## config.mk

```make
export PLATFORM = sky130hd
export DESIGN_NAME = frequency_gate_counter
export DESIGN_NICKNAME = d
export VERILOG_FILES = /design/src/rtl/frequency_gate_counter.sv
export SDC_FILE = /design/constraint.sdc
export NUM_CORES = 1
export LEC_CHECK = 0
export ABC_AREA = 1
export CORE_AREA = 10 10 131 133
export DETAILED_ROUTE_END_ITERATION = 10
export DIE_AREA = 0 0 141 143
export PLACE_DENSITY_LB_ADDON = 0.3
export SYNTH_ARGS = -nofsm -noshare
export SYNTH_HDL_FRONTEND = slang
export SYNTH_SLANG_ARGS = --single-unit
export TNS_END_PERCENT = 100
```

## constraint.sdc

```tcl
create_clock -name clk -period 2.9 [get_ports clk]
set_input_delay 0.435 -clock clk [delete_from_list [all_inputs] [get_ports clk]]
set_output_delay 0.435 -clock clk [all_outputs]
set_load 0.005 [all_outputs]
```

## src/rtl/frequency_gate_counter.sv

```systemverilog
// Gated rising-edge counter with an auto-ranging feedback loop to the range prescaler.
// Optional manual range override is enabled by FREQUENCY_GATE_COUNTER_MANUAL_RANGE_EN.
module frequency_gate_counter #(
    parameter int unsigned GATE_CYCLES   = 50000000,
    parameter int unsigned SETTLE_CYCLES = 1000,
    parameter int unsigned CNT_WIDTH     = 32,
    parameter int unsigned HIGH_THRESH   = 1000000,
    parameter int unsigned LOW_THRESH    = 90000
) (
    input  logic                 clk,
    input  logic                 reset,
    input  logic                 signalIn,
    input  logic                 highFrequency,
`ifdef FREQUENCY_GATE_COUNTER_MANUAL_RANGE_EN
    input  logic                 rangeLock,
    input  logic                 manualRange,
`endif
    output logic                 frequencyControl,
    output logic [CNT_WIDTH-1:0] frequency,
    output logic                 valid,
    output logic                 overflow
);

    localparam int unsigned TMR_MAX = (GATE_CYCLES > SETTLE_CYCLES) ? GATE_CYCLES : SETTLE_CYCLES;
    localparam int unsigned TMR_W   = (TMR_MAX > 1) ? $clog2(TMR_MAX) : 1;
    localparam int unsigned PROD_W  = CNT_WIDTH + 4;
    localparam int unsigned CMP_W   = (CNT_WIDTH > 32) ? CNT_WIDTH : 32;

    typedef enum logic [1:0] {
        ST_SETTLE = 2'd0,
        ST_GATE   = 2'd1,
        ST_EVAL   = 2'd2
    } state_t;

    state_t                 state;
    logic [TMR_W-1:0]       timer;
    logic [CNT_WIDTH-1:0]   edge_cnt;
    logic                   sat;
    logic                   sig_meta, sig_sync, sig_last;
    logic                   hf_meta, hf_sync;

    logic                   pulse_c;
    logic [PROD_W-1:0]      prod_c;
    logic                   prod_sat_c;
    logic [CNT_WIDTH-1:0]   prod_clip_c;
    logic                   above_high_c;
    logic                   below_low_c;
    logic                   lock_c;
    logic                   manual_change_c;

    // Two-flop synchronizers plus a history flop for rising-edge detection.
    always_ff @(posedge clk) begin
        if (reset) begin
            sig_meta <= 1'b0;
            sig_sync <= 1'b0;
            sig_last <= 1'b0;
            hf_meta  <= 1'b0;
            hf_sync  <= 1'b0;
        end else begin
            sig_meta <= signalIn;
            sig_sync <= sig_meta;
            sig_last <= sig_sync;
            hf_meta  <= highFrequency;
            hf_sync  <= hf_meta;
        end
    end

    assign pulse_c      = sig_sync & ~sig_last;
    assign prod_c       = PROD_W'(edge_cnt) * PROD_W'(10);
    assign prod_sat_c   = |prod_c[PROD_W-1:CNT_WIDTH];
    assign prod_clip_c  = prod_sat_c ? {CNT_WIDTH{1'b1}} : prod_c[CNT_WIDTH-1:0];
    assign above_high_c = CMP_W'(edge_cnt) > CMP_W'(HIGH_THRESH);
    assign below_low_c  = CMP_W'(edge_cnt) < CMP_W'(LOW_THRESH);

`ifdef FREQUENCY_GATE_COUNTER_MANUAL_RANGE_EN
    assign lock_c          = rangeLock;
    assign manual_change_c = rangeLock & (manualRange != frequencyControl);
`else
    assign lock_c          = 1'b0;
    assign manual_change_c = 1'b0;
`endif

    // Settle / gate / evaluate sequencer with registered result and range request.
    always_ff @(posedge clk) begin
        if (reset) begin
            state            <= ST_SETTLE;
            timer            <= '0;
            edge_cnt         <= '0;
            sat              <= 1'b0;
            frequencyControl <= 1'b0;
            frequency        <= '0;
            valid            <= 1'b0;
            overflow         <= 1'b0;
        end else begin
            valid <= 1'b0;
            if (manual_change_c) begin
                frequencyControl <= ~frequencyControl;
                state            <= ST_SETTLE;
                timer            <= '0;
            end else begin
                unique case (state)
                    ST_SETTLE: begin
                        if (timer == TMR_W'(SETTLE_CYCLES - 1)) begin
                            state    <= ST_GATE;
                            timer    <= '0;
                            edge_cnt <= '0;
                            sat      <= 1'b0;
                        end else begin
                            timer <= timer + TMR_W'(1);
                        end
                    end
                    ST_GATE: begin
                        // Saturating count; an edge lost at all-ones marks the result.
                        if (pulse_c) begin
                            if (&edge_cnt) sat <= 1'b1;
                            else           edge_cnt <= edge_cnt + CNT_WIDTH'(1);
                        end
                        if (timer == TMR_W'(GATE_CYCLES - 1)) begin
                            state <= ST_EVAL;
                            timer <= '0;
                        end else begin
                            timer <= timer + TMR_W'(1);
                        end
                    end
                    ST_EVAL: begin
                        if (hf_sync != frequencyControl) begin
                            state <= ST_SETTLE;
                        end else if (!frequencyControl && above_high_c && !lock_c) begin
                            frequencyControl <= 1'b1;
                            state            <= ST_SETTLE;
                        end else if (frequencyControl && below_low_c && !lock_c) begin
                            frequencyControl <= 1'b0;
                            state            <= ST_SETTLE;
                        end else begin
                            state     <= ST_GATE;
                            edge_cnt  <= '0;
                            sat       <= 1'b0;
                            valid     <= 1'b1;
                            frequency <= frequencyControl ? prod_clip_c : edge_cnt;
                            overflow  <= sat | (frequencyControl & prod_sat_c);
                        end
                    end
                    default: begin
                        state <= ST_SETTLE;
                        timer <= '0;
                    end
                endcase
            end
        end
    end

endmodule

```

==> results of run 1 <==
sequential cells by signal, summed over array words and instances, names as in the netlist:
name,count
edge_cnt,32
frequency,32
timer,26
state,2
frequencyControl,1
hf_meta,1
hf_sync,1
overflow,1
sat,1
sig_last,1
sig_meta,1
sig_sync,1
valid,1
layer usage:
metal / GRT usage [%] / wire length, µm
met1: 36.1 / 12500
met2: 38.3 / 11300
met3: 4.74 / 2210
met4: 7.50 / 495
met5: 0 / 11
synth_stat cells, types with 4 or more instances:
library cell	count
nor2_2	7
xor2_1	45
dfxtp_1	101
o22ai_1	12
ha_1	63
a21oi_1	94
o21ai_0	29
buf_4	6
nor4_1	7
xnor2_1	4
clkbuf_1	22
buf_2	8
nand2_1	417
o211ai_1	4
inv_1	188
nand2_2	4
buf_6	8
nand4_1	53
nand3_1	82
nor3_1	33
o21bai_1	27
nor2_1	168
power by group through the flow:
stage / Clock (mW) / Combinational, mW / Sequential [mW]
floorplan: 0 / 0.126 / 1.44
global placement: 0 / 0.153 / 1.44
detailed placement: 0 / 0.155 / 1.44
CTS: 1.28 / 0.155 / 1.41
global route: 1.33 / 0.169 / 1.41
finish: 1.28 / 0.159 / 1.41
worst max-delay path: stages, from the launching register on:
cell	delay, ps
dfxtp_2	430
ha_1	270
ha_2	410
nand2_1	110
nor2_1	200
nand2_1	130
nor2_1	180
nand2_1	90
nand2_1	60
nand2_1	50
nand2_1	130
nor2_1	60
nand2_1	130
nand2_1	80
buf_4	170
a21oi_1	130
worst paths after layout:
kind | startpoint | end | slack (ps) | depth (start not counted)
worst max-delay path | edge_cnt[26] | frequency[5] | 200 | 15
worst min-delay path | reset | edge_cnt[12] | 390 | 2
worst min register to register | hf_meta | hf_sync | 410 | 2
worst max register to register | edge_cnt[26] | frequency[5] | 200 | 15
logic make-up after synthesis:
logic type,synth area share (%)
AOI/OAI and AO/OA,11.8
xor gates and xnor gates,4.98
adders and majority gates,9.38
buffers and inverters,11.3
DFF,23.5
and+or+nand+nor,39.1
what timing repair did:
item                       4_1_cts  5_1_grt
setup endpoints to repair        0       33
resized for setup                0       36
hold endpoints to repair         0        0
cells in the final DEF (no fill, tap or decap), types with 4 or more instances in the layout:
cell type	n
inv_1	188
o21bai_1	27
dfxtp_1	88
o211ai_1	4
xnor2_1	4
nand4_1	53
a21oi_2	7
a21oi_1	87
nand2_1	416
nor2_1	164
clkdlybuf4s50_1	37
clkbuf_16	9
nor2_2	11
o22ai_1	12
xor2_1	45
nand3_1	79
dfxtp_2	12
ha_2	4
o21ai_0	29
buf_4	58
ha_1	58
nor4_1	7
nand2_2	5
nor3_1	33
nand3_2	4
cell type report:
cell class                      count  share of cell area, %
Sequential cell                   101                   20.7
Clock inverter                      5                  0.673
Clock buffer                       11                   2.46
Multi-Input combinational cell   1077                   57.9
Tap cell                          184                   2.34
Inverter                          191                   7.28
Timing Repair Buffer               98                   8.64
==> impl_metrics.toml, run 1 <==
[finish]
syn_to_final_growth_pct = 14.3
fill_cells = 1327
drive_gt1_share_pct = 9.17
regArea_mm2 = 0.00204
num_antenna_cells = 0
final_cells = 1667
multi_input_comb_area_mm2 = 0.00570
fin_area_mm2 = 0.00985
final_util_pct = 68.3
finalNetCount = 1546

[power_and_ir_drop]
total_power_mw = 2.84
power_frac_seq_pct = 49.5
p_comb_share_pct = 5.6
intPower_mw = 2.14
p_sw_share_pct = 24.6
p_sw_uw = 700
power.density_mw_per_mm2 = 288
p_leak_nw = 4.80
peakVddDrop_uv = 250
clkPwrFrac_pct = 44.9

[logic_synthesis]
synthesis.nets = 1481
ys_warn_count = 0
netlist_area_mm2 = 0.00862
synth_seq_cells = 101
synth_cell_types = 41
synth_ff_type = "dfxtp_1"
synth_top_cell_area_share_pct = 23.5
ys_top_cells_by_area = "dfxtp_1, nand2_1, ha_1"
synthCells = 1413
ys_seq_area_share_pct = 23.5
synth-edff-count = 0
yosysTopAreaCell = "dfxtp_1"
synth.avg_cell_area_um2 = 6.10
async_flop_share_pct = 0

[global_routing]
grt_usage_pct = 25.5
antenna_found_initial = 1
grt_max_degree = 77
first_global_vias = 8012
grt_first_pass_wirelength_um = 41900
overflow = 0

[die]
rows = 44
die_w_um = 141
num_io_pins = 39
dieArea_mm2 = 0.0202
die_y_um = 143
initial_core_util_pct = 59.8
core_area_mm2 = 0.0144

[detailed_routing]
wl_um = 26500
viasPerCell = 5.55
num_vias = 9254
drcViolationCount = 0
postRouteAntennaNets = 0
dr.first_iter.drc_count = 1018
avgRoutedWirePerCell_um = 15.9
dr.pass1.iters = 6

[place]
dpl.hpwl_um = 20700
dp_slack_ps = 44.5
dpl.cell_count = 1651
gp_routability_congestion = 1.02
io_buffers = 38
dpl_cell_area_mm2 = 0.00944

[worst_setup_path]
worstSetupPathType = "flip-flop to flip-flop"
end_kind = "flip-flop"
crit_arrival_ps = 2990
worstPathMaxFanout = 7
required_ps = 3190
start_kind = "flip-flop"

[timing]
grt_setup_unrepaired = "false"
setup_violations = 0
layout_setup_ws_ps = 202
fin_crit_sh_pct = 93.0
fin_crit_ps = 2700
hold_viol = 0
worst_pin_slew_ps = 1040
skew_ps = 14.2
tns_ps = 0
max_freq_mhz = 371
hold_slack_ps = 393
slew_viol_final = 0
slew_headroom_pct = 30.7

[clock_network]
cts_made_buffers = 9
clk_latency_ps = 360
clockRootBuffer = "clkbuf_16"
cts_hold_buf = 0
path_clk_slew_ps = 70
h-tree-depth = 3
cts_tree = "done"
clock_path_buffers = 2
numClockSinks = 101
cts_setup_buffers = 0

[run_status]
status = "completed"

[flow_run]
drv_cap = 0

[worst_hold_path]
hold_path.class = "input port to flip-flop"
Power figures use the tool's default switching activity.
==> run 2, diff against run 1 <==
- SLEW_MARGIN: default -> 20
==> results of run 2 <==
Final layout, timing and power as in run 1 (identical DEF).
